## config.mk

```make
export PLATFORM = sky130hd
export DESIGN_NAME = cook_sequencer_flat
export DESIGN_NICKNAME = d
export VERILOG_FILES = /design/src/rtl/cook_sequencer_if.sv /design/src/rtl/cook_sequencer.sv /design/src/flat_wrapper.sv
export SDC_FILE = /design/constraint.sdc
export NUM_CORES = 1
export LEC_CHECK = 0
export ABC_AREA = 1
export CORE_ASPECT_RATIO = 1.25
export CORE_UTILIZATION = 45
export CTS_BUF_LIST = sky130_fd_sc_hd__clkbuf_16
export DETAILED_ROUTE_END_ITERATION = 10
export PLACE_DENSITY = 0.65
export SLEW_MARGIN = 20
export SYNTH_ARGS = -nofsm -noshare
export SYNTH_HDL_FRONTEND = slang
export SYNTH_SLANG_ARGS = --single-unit
```

## constraint.sdc

```tcl
create_clock -name clk -period 5.3 [get_ports clk]
set_input_delay 0.795 -clock clk [delete_from_list [all_inputs] [get_ports clk]]
set_output_delay 0.795 -clock clk [all_outputs]
set_load 0.05 [all_outputs]
```

## src/rtl/cook_sequencer_if.sv

```systemverilog
// cook_if: panel-side bundle for cook_sequencer, covering buttons, keypad, door
// and the magnetron/display/buzzer outputs.
interface cook_if;
   logic        startn;
   logic        stopn;
   logic        clearn;
   logic        door_closed;
   logic        digit_valid;
   logic [3:0]  digit;
   logic        mag_on;
   logic        done_beep;
   logic [15:0] time_bcd;
   logic [2:0]  state;
   modport master (
      output startn, stopn, clearn, door_closed, digit_valid, digit,
      input  mag_on, done_beep, time_bcd, state
   );
   modport slave (
      input  startn, stopn, clearn, door_closed, digit_valid, digit,
      output mag_on, done_beep, time_bcd, state
   );
endinterface

```

## src/rtl/cook_sequencer.sv

```systemverilog
// cook_sequencer: microwave cook-cycle sequencer with MM:SS BCD countdown,
// key entry, pause/resume and an end-of-cycle beep.
module cook_sequencer #(
   parameter int TICKS_PER_SEC = 50_000_000,
   parameter int BEEP_SECS     = 3
) (
   input logic   clk,
   input logic   resetn,
   cook_if.slave bus
);
   localparam int PW = $clog2(TICKS_PER_SEC + 1);
   localparam int BW = $clog2(BEEP_SECS + 1);
   localparam logic [PW-1:0] P_LAST = PW'(TICKS_PER_SEC - 1);
   localparam logic [BW-1:0] B_LAST = BW'(BEEP_SECS - 1);
   typedef enum logic [2:0] {IDLE = 3'd0, COOK = 3'd1, PAUSE = 3'd2, DONE = 3'd3} state_t;
   state_t        st;
   logic [2:0]    s1, s2, s3;
   logic [15:0]   t, t_dec;
   logic [PW-1:0] pre;
   logic [BW-1:0] beeps;
   logic          beep, start_p, stop_p, clear_p, tick, b0, b1, b2;
   // Chains reset to the pressed level so a button held through reset never pulses.
   assign {start_p, stop_p, clear_p} = s3 & ~s2;
   assign tick = pre == P_LAST;
   assign b0 = t[3:0] == 4'd0;
   assign b1 = b0 & (t[7:4] == 4'd0);
   assign b2 = b1 & (t[11:8] == 4'd0);
   assign t_dec[3:0]   = b0 ? 4'd9 : t[3:0] - 4'd1;
   assign t_dec[7:4]   = !b0 ? t[7:4] : b1 ? 4'd5 : t[7:4] - 4'd1;
   assign t_dec[11:8]  = !b1 ? t[11:8] : b2 ? 4'd9 : t[11:8] - 4'd1;
   assign t_dec[15:12] = b2 ? t[15:12] - 4'd1 : t[15:12];
   assign bus.mag_on    = (st == COOK) & bus.door_closed;
   assign bus.done_beep = beep;
   assign bus.time_bcd  = t;
   assign bus.state     = st;
   always_ff @(posedge clk or negedge resetn) begin
      if (!resetn) begin
         s1    <= '0;
         s2    <= '0;
         s3    <= '0;
         st    <= IDLE;
         t     <= '0;
         pre   <= '0;
         beeps <= '0;
         beep  <= 1'b0;
      end else begin
         s1 <= {bus.startn, bus.stopn, bus.clearn};
         s2 <= s1;
         s3 <= s2;
         case (st)
            COOK:
               if (clear_p) begin
                  st <= IDLE;
                  t  <= '0;
               end else if (stop_p || !bus.door_closed) begin
                  st <= PAUSE;
               end else begin
                  pre <= tick ? '0 : pre + 1'b1;
                  if (tick) begin
                     t <= t_dec;
                     if (t_dec == 16'd0) begin
                        st    <= DONE;
                        beep  <= 1'b1;
                        beeps <= '0;
                     end
                  end
               end
            PAUSE:
               if (clear_p || stop_p) begin
                  st <= IDLE;
                  t  <= '0;
               end else if (start_p && bus.door_closed) begin
                  st <= COOK;
               end
            DONE:
               if (start_p || stop_p || clear_p) begin
                  st   <= IDLE;
                  beep <= 1'b0;
               end else begin
                  pre <= tick ? '0 : pre + 1'b1;
                  if (tick) begin
                     beeps <= beeps + 1'b1;
                     if (beeps == B_LAST) begin
                        st   <= IDLE;
                        beep <= 1'b0;
                     end
                  end
               end
            default: begin
               st <= IDLE;
               if (clear_p) t <= '0;
               else if (start_p && bus.door_closed && t != 16'd0) begin
                  st  <= COOK;
                  pre <= '0;
               end else if (bus.digit_valid && bus.digit <= 4'd9) t <= {t[11:0], bus.digit};
            end
         endcase
      end
   end
endmodule
```

## src/flat_wrapper.sv

```systemverilog
// flat-port wrapper written by rule: the top's interface ports become plain ports
module cook_sequencer_flat 
#(
   parameter int TICKS_PER_SEC = 50_000_000,
   parameter int BEEP_SECS     = 3
)
  (clk, resetn, bus_startn, bus_stopn, bus_clearn, bus_door_closed, bus_digit_valid, bus_digit, bus_mag_on, bus_done_beep, bus_time_bcd, bus_state);
  cook_if bus_i ();
  input logic clk;
  input logic resetn;
  input wire logic [$bits(bus_i.startn)-1:0] bus_startn;
  input wire logic [$bits(bus_i.stopn)-1:0] bus_stopn;
  input wire logic [$bits(bus_i.clearn)-1:0] bus_clearn;
  input wire logic [$bits(bus_i.door_closed)-1:0] bus_door_closed;
  input wire logic [$bits(bus_i.digit_valid)-1:0] bus_digit_valid;
  input wire logic [$bits(bus_i.digit)-1:0] bus_digit;
  output wire logic [$bits(bus_i.mag_on)-1:0] bus_mag_on;
  output wire logic [$bits(bus_i.done_beep)-1:0] bus_done_beep;
  output wire logic [$bits(bus_i.time_bcd)-1:0] bus_time_bcd;
  output wire logic [$bits(bus_i.state)-1:0] bus_state;
  assign bus_i.startn = bus_startn;
  assign bus_i.stopn = bus_stopn;
  assign bus_i.clearn = bus_clearn;
  assign bus_i.door_closed = bus_door_closed;
  assign bus_i.digit_valid = bus_digit_valid;
  assign bus_i.digit = bus_digit;
  assign bus_mag_on = bus_i.mag_on;
  assign bus_done_beep = bus_i.done_beep;
  assign bus_time_bcd = bus_i.time_bcd;
  assign bus_state = bus_i.state;
  cook_sequencer #(.TICKS_PER_SEC(TICKS_PER_SEC), .BEEP_SECS(BEEP_SECS)) u_core (.clk(clk), .resetn(resetn), .bus(bus_i));
endmodule
```

==> results of run 1 <==
==> cell families after synthesis <==
| group | count (synthesis) |
|---|---|
| AO/OA/AOI/OAI | 66 |
| XOR/XNOR | 19 |
| adder cells (fa/ha/maj) | 11 |
| buffers and inverters | 79 |
| flip-flops | 56 |
| multiplexers | 1 |
| other | 1 |
| AND/OR/NAND/NOR | 300 |
==> routing by layer <==
metal | wire (µm) | GRT usage, %
met1 | 4380 | 29.9
met2 | 4410 | 37.2
met3 | 470 | 4.04
met4 | 128 | 5.83
met5 | 0 | 0
==> state kept, by name (all words and copies together) (netlist names) <==
name and cells:
u_core.pre 26, u_core.bus.time_bcd 16, u_core.s1 3, u_core.bus.done_beep 1
u_core.s2 3, u_core.bus.state 2, u_core.beeps 2, u_core.s3 3
==> Yosys cell counts, drive strengths merged <==
cell and count:
a32o 2, nand4 16, o32ai 5, ha 11
buf 9, nor3b 2, nor4 3, xnor2 4
nand3b 1, a32oi 3, nor2 68, dfrtp 56
a21oi 18, and2 1, conb 1, o21bai 2
nor3 17, o21ai 28, nand3 48, xor2 15
a31oi 2, o31ai 5, nand2 142, o211ai 1
mux2i 1, or2 2, clkbuf 4, inv 66
==> worst max-delay path: stages <==
cell	delay, ps
sky130_fd_sc_hd__clkdlybuf4s50_1	510
sky130_fd_sc_hd__nand2_1	80
sky130_fd_sc_hd__inv_1	80
sky130_fd_sc_hd__clkdlybuf4s50_1	790
==> final cells by class <==
| cell class | count | area (µm²) | area share [%] |
|---|---|---|---|
| Clock inverter | 3 | 20.0 | 0.457 |
| Inverter | 66 | 248 | 5.66 |
| Timing Repair Buffer | 31 | 303 | 6.92 |
| Multi-Input combinational cell | 398 | 2160 | 49.3 |
| Sequential cell | 56 | 1400 | 32.0 |
| Tap cell | 97 | 121 | 2.77 |
| Clock buffer | 5 | 125 | 2.86 |
==> through the flow <==
step | hold slack, ps | setup slack, ps | total power [mW]
floorplan | 331 | 2980 | 1.04
global placement | 332 | 2290 | 1.21
detailed placement | 340 | 2260 | 1.22
CTS | 357 | 2250 | 1.56
global route | 364 | 2200 | 1.64
finish | 353 | 2250 | 1.55
==> where the power goes <==
part	internal [mW]	switching (mW)	total, mW	leakage (nW)
Clock	0.175	0.160	0.335	0.0712
Sequential	0.481	0.0690	0.550	0.730
Combinational	0.213	0.453	0.666	1.20
Total	0.869	0.681	1.55	2.01
==> worst paths after layout <==
path / slack [ps] / to / from / cells past startpoint
max: 2250 / bus_mag_on / bus_door_closed / 4
min: 350 / u_core.s2[2] / u_core.s1[2] / 0
max reg2reg: 2560 / u_core.bus.time_bcd[1] / u_core.pre[0] / 10
min reg2reg: 350 / u_core.s2[2] / u_core.s1[2] / 0
max in group asynchronous: 4190 / u_core.pre[10] / resetn / 2
min in group asynchronous: 610 / u_core.bus.time_bcd[3] / resetn / 2
==> results.md, run 1 <==
- Number of failing setup endpoints in the final timing report: 0
- Placed insts: around 650
- TritonCTS Buffers: 5
- Vertical die dimension: approximately 110 µm
- Number of instances in the synthesized netlist: ~530
- Number of clock sinks: 56
- Synthesis Warnings: 0
- Area fraction in and, or, nand and nor cells after synthesis: approximately 35%
- Post-route clock period utilization: ~57%
- Dominant combinational cell family by area after synthesis: simple AND/OR/NAND/NOR gates
- CP startpoint kind: input port
- Post-detailed-route DRC marker count: 0
- Layout Skew: 6.50 ps
- Setup repair after global routing missed its margin: no
- Commonest non-fill, non-tap cell in the layout: sky130_fd_sc_hd__nand2_1
- Portion of netlist area occupied by mux cells: 0.257%
- Post-synthesis register bit count: 56
- Area growth, synth to finish: 12.3%
- Share of cells above drive strength 1: 9.84%
- Combined global-route utilization of all metal layers: 22.3%
- Global placer's final weighted congestion: 0.957
- Number of buffers inserted for hold repair after clock tree synthesis: 0
- Arithmetic-cell share of the synthesized area counting full adders, half adders and majority gates: 3.53%
- Post-route setup TNS: 0 ps
- Initial cell density of the core: 46.8%
- Synth Area per Inst: 7.32 µm²
- Via count of the first global-routing pass: 3385
- Required time of the worst setup path: 4510 ps
- Routed wire length: 9390 µm
- Rel. slew slack: 43.4%
- Synth unique cells: 42
- Worst min path class: reg -> reg
- Bufs on Longest Clock Path: 2
- Leakage power: 2.01 nW
- Global-route wire length before repair: 16100 µm
- Compound-Gate Fraction of Synth Area: 11.8%
- Antenna-violating nets left: 0
- Slew of the pin with the lowest slew margin: 846 ps
- Full die area: roughly 0.009 mm²
- Area of the core: about 0.0083 mm²
- Iteration-0 DRC Markers: 186
- PwrDens: 354 mW/mm²
- Filler Cell Count: roughly 850
- MaxCap Viol Count: 0
- Placed Area: 0.00423 mm²
- Number of I/O port buffers: 30
- Yosys top cell by area: sky130_fd_sc_hd__dfrtp_1
- Final number of max-transition violations: 0
- Top-area cell type share of the netlist area: approximately 36%
- Deepest level of the CTS H-tree: 2
- Layout net count: 580
- Via count of the routed design: 3570
- Clock edge transition at the registers on the reported setup and hold paths: 70 ps
- Net count of the mapped netlist: 555
- Cells taking the most area after synthesis: sky130_fd_sc_hd__dfrtp_1, sky130_fd_sc_hd__nand2_1, sky130_fd_sc_hd__inv_1
- Data arrival time of the critical path: 2250 ps
- Number of placement rows: 37
- Fin cells: between 600 and 700
- Buffer count from post-CTS setup fixing: 0
- Number of iterations in the first detailed-routing pass: 5
- Clock period minus final worst setup slack: between 3000 and 4000 ps
- Post-cts gate resize count: 0
- Wire length per cell: between 10 and 15 µm
- Core utilization of the finished layout: 52.5%
- Remaining global-route overflow: 0
- Outcome: finished, final reports clean
- CTS tree: yes
- Worst Setup Path Type: in -> out
- Overall die width: about 85 µm
- Detailed placer's ending HPWL: 6920 µm
- Worst skew pair latency: 300 ps
- Final Cell Area: around 0.0044 mm²
- Most frequent cells in the layout: sky130_fd_sc_hd__nand2_1, sky130_fd_sc_hd__inv_1, sky130_fd_sc_hd__dfrtp_1, sky130_fd_sc_hd__nor2_1, sky130_fd_sc_hd__nand3_1
- Xor-xnor portion of the synthesized cell area: ~4.3%
- Hold violation total from the final report: 0
- Proportion of synthesized chip area in sequential cells: 35.9%
- Largest fanout on the critical path: 3
- Peak clock frequency supported by timing: 328 MHz
- Antenna violations before repair: 0
- Kind of capture point of the worst setup path: output port
- Vias per cell: 5.44
- Worst voltage drop across the vdd grid: ~220 µV
- IO Count: 32
- Clock root buffer: sky130_fd_sc_hd__clkbuf_16
- Number of antenna repair diodes: 0
- Synthesized cell area: ~0.0039 mm²
- Pin count of the biggest net entering global routing: between 50 and 60
(Power assumes the default switching activity.)
==> run 2: changes to the inputs <==
==> constraint.sdc (replaced) <==
create_clock -name clk -period 3 [get_ports clk]
set_input_delay 0.45 -clock clk [delete_from_list [all_inputs] [get_ports clk]]
set_output_delay 0.45 -clock clk [all_outputs]
set_load 0.05 [all_outputs]
==> run 2 against run 1 <==
Compared with the run above: design area rose by 0.74%; combinational power increased by 80%; worst hold slack got worse by 260 ps; highest routed layer unchanged; non-clock buffer count grew 4; setup slack worse by 1800 ps; cell count rose by 0.61%; clock skew down 2.2 ps; routed wire length rose by 4.0%; register-to-register slack lost 2000 ps; clock-buffer cell count stayed put; largest cell class unchanged.
==> results.md, run 2 (synthesis gave the netlist of run 1 again) <==
- Largest fanout on the critical path: 8 (+5)
- Largest stage delay on the critical path: 790 ps (about the same)
- Antenna violations before repair: 0 (unchanged)
- Largest register by flop count: u_core.pre
- Number of placement rows: 37 (unchanged)
- Worst skew pair latency: 290 ps (about the same)
- Register-to-register path setup slack: 600 ps (-1960 ps)
- Wire length per cell: 14.8 µm (+3.4%)
- Clock root buffer: sky130_fd_sc_hd__clkbuf_16
- Post-route setup TNS: 0 ps (unchanged)
- Vias per cell: 5.48 (+0.65%)
- Worst min path class: in -> async
- Hold violation total from the final report: 0 (unchanged)
- Met3 GRT Util: 2.33% (-1.7 points)
- Outcome: finished, final reports clean
- Fin cells: 660 (+0.61%)
- Number of buffers inserted for hold repair after clock tree synthesis: 0 (unchanged)
- Tot Pwr: 2.77 mW (+79%)
- Placed insts: 652 (+0.62%)
- TritonCTS Buffers: 5 (unchanged)
- Layout net count: 584 (+0.69%)
- Data arrival time of the critical path: 2130 ps (-120 ps)
- Internal Power: 1.55 mW (+78%)
- Switch Pwr: 1.23 mW (+80%)
- Combined global-route utilization of all metal layers: 23.1% (+0.79 points)
- Deepest level of the CTS H-tree: 2 (unchanged)
- CTS tree: yes
- Rel. slew slack: 66.8% (+23 points)
- Post-detailed-route DRC marker count: 0 (unchanged)
- Final number of max-transition violations: 0 (unchanged)
- Via count of the routed design: 3615 (+1.3%)
- Commonest non-fill, non-tap cell in the layout: sky130_fd_sc_hd__nand2_1
- Post-route clock period utilization: 85.9%
- List of cells traversed by the critical path: inv_1, ha_1, nand2_1, inv_1, clkdlybuf4s50_1
- Bufs on Longest Clock Path: 2 (unchanged)
- Pin count of the biggest net entering global routing: 38 (-33%)
- Number of iterations in the first detailed-routing pass: 5 (unchanged)
- Final Cell Area: 0.00441 mm² (+0.74%)
- Kind of capture point of the worst setup path: output port
- Buffer count from post-CTS setup fixing: 0 (unchanged)
- Clock edge transition at the registers on the reported setup and hold paths: 80 ps (about the same)
- Post-cts gate resize count: 0 (unchanged)
- Buffer and inverter count on the worst path: 3 (unchanged)
- Highest-delay cell along the critical path: sky130_fd_sc_hd__clkdlybuf4s50_1
- Global placer's final weighted congestion: 0.909 (-5.0%)
- Area of the core: 0.00833 mm² (unchanged)
- Number of clock sinks: 56 (unchanged)
- Number of antenna repair diodes: 0 (unchanged)
- Placed Area: 0.00426 mm² (+0.71%)
- Area growth, synth to finish: 13.1%
- Share of cells above drive strength 1: 10.7% (+0.82 points)
- Clock share of power: 21.7% (about the same)
- Setup repair after global routing missed its margin: no
- Most used cell, CP: sky130_fd_sc_hd__inv_1
- Global-route wire length before repair: 16900 µm (+4.7%)
- Peak clock frequency supported by timing: 388 MHz
- Number of failing setup endpoints in the final timing report: 0 (unchanged)
- MaxCap Viol Count: 0 (unchanged)
- IO Count: 32 (unchanged)
- Power share of the combinational group: 43.3% (+0.3 points)
- Gate family responsible for the most delay along the worst path: buffers and inverters
- Antenna-violating nets left: 0 (unchanged)
- Detailed placer's ending HPWL: 7360 µm (+6.2%)
- Global-route met2 utilization: 40.2% (+3.1 points)
- Sequential Power Share: 35.0% (-0.5 points)
- Layout Skew: 4.26 ps (-2.24 ps)
- Slew of the pin with the lowest slew margin: 496 ps (-350 ps)
- Overall die width: 85.3 µm (unchanged)
- Switching part of the total: 44.2% (+0.26 points)
- Worst Setup Path Type: reg -> out
- PwrDens: 629 mW/mm² (+78%)
- Via count of the first global-routing pass: 3595 (+6.2%)
- Full die area: 0.00905 mm² (unchanged)
- CP startpoint kind: flip-flop
- Clock period minus final worst setup slack: 2580 ps
- Routed wire length: 9760 µm (+4.0%)
- Remaining global-route overflow: 0 (unchanged)
- Worst voltage drop across the vdd grid: 322 µV (+46%)
- Most frequent cells in the layout: sky130_fd_sc_hd__nand2_1, sky130_fd_sc_hd__inv_1, sky130_fd_sc_hd__dfrtp_1, sky130_fd_sc_hd__nor2_1, sky130_fd_sc_hd__nand3_1
- Max reg flops: 26 (unchanged)
- Iteration-0 DRC Markers: 308 (+66%)
- Required time of the worst setup path: 2550 ps (-1960 ps)
- Initial cell density of the core: 46.8% (unchanged)
- Busiest layer in global routing: met2
- Leakage power: 2.03 nW (+1.0%)
- Vertical die dimension: 106 µm (unchanged)
- Number of I/O port buffers: 30 (unchanged)
- Met1 capacity usage during global routing: 30.5% (+0.58 points)
run 2: changes by cell type in the layout (fill, tap and decap cells not counted):
cell / change
sky130_fd_sc_hd__buf_4: +4
sky130_fd_sc_hd__inv_6: +1
sky130_fd_sc_hd__inv_1: -1
sky130_fd_sc_hd__clkinvlp_4: -1
sky130_fd_sc_hd__clkinv_2: +1
run 2: stage by stage:
step	hold WS, ps	util [%]	worst slack (ps)
final	95.8	52.9	423
after global routing	135	52.9	268
after floorplan	154	-	765
after CTS	111	52.9	405
after detailed placement	335	51.2	608
after global placement	333	51.2	658
run 2: worst paths after layout:
path	depth (start not counted)	end	start
setup / recovery	5	bus_mag_on	u_core.bus.state[1]
hold / removal	1	u_core.bus.time_bcd[2]	resetn
setup reg to reg	11	u_core.pre[6]	u_core.bus.time_bcd[4]
hold reg to reg	0	u_core.s2[0]	u_core.s1[0]
max in group asynchronous	2	u_core.pre[16]	resetn
min in group clk	0	u_core.s2[0]	u_core.s1[0]
run 2: power by group through the flow:
stage	Sequential [mW]	Combinational, mW	Clock (mW)
after global placement	0.983	1.18	0
final	0.972	1.20	0.602
after floorplan	1.26	0.577	0
after detailed placement	0.988	1.20	0
after global routing	0.990	1.30	0.643
after CTS	0.973	1.20	0.616
run 2: cell type report:
type | instances | area, µm²
flip-flops and latches | 56 | 1400
inverters | 66 | 248
multi-input cells | 398 | 2160
clock inverters | 3 | 22.5
fillers | 821 | 3920
clock buffers | 5 | 125
well taps | 97 | 121
repair buffers | 35 | 333
run 2: worst register-to-register path: stages, from the launching register on:
cell and delay [ps]:
sky130_fd_sc_hd__dfrtp_1 410, sky130_fd_sc_hd__inv_1 170, sky130_fd_sc_hd__ha_1 210, sky130_fd_sc_hd__nand3_1 190, sky130_fd_sc_hd__nor2_8 230, sky130_fd_sc_hd__nand2_4 110
sky130_fd_sc_hd__o211ai_2 190, sky130_fd_sc_hd__nand3_2 110, sky130_fd_sc_hd__nand2_4 210, sky130_fd_sc_hd__buf_4 240, sky130_fd_sc_hd__o21ai_0 80, sky130_fd_sc_hd__and2_1 140
run 2: per-layer routing:
layer / vias to the layer above / part of all wire (%)
met1: 1709 / 46
met5: - / 0
met4: 0 / 1.1
li1: 1802 / -
met3: 12 / 3.9
met2: 92 / 49
==> run 3: changes to the inputs <==
--- a/config.mk
+++ b/config.mk
@@ -6,6 +6,7 @@
 export NUM_CORES = 1
 export LEC_CHECK = 0
 export ABC_AREA = 1
+export CAP_MARGIN = 20
 export CORE_ASPECT_RATIO = 1.25
 export CORE_UTILIZATION = 45
 export CTS_BUF_LIST = sky130_fd_sc_hd__clkbuf_16
==> results of run 3 <==
The final DEF is identical to that of run 2; final timing and power are the same.
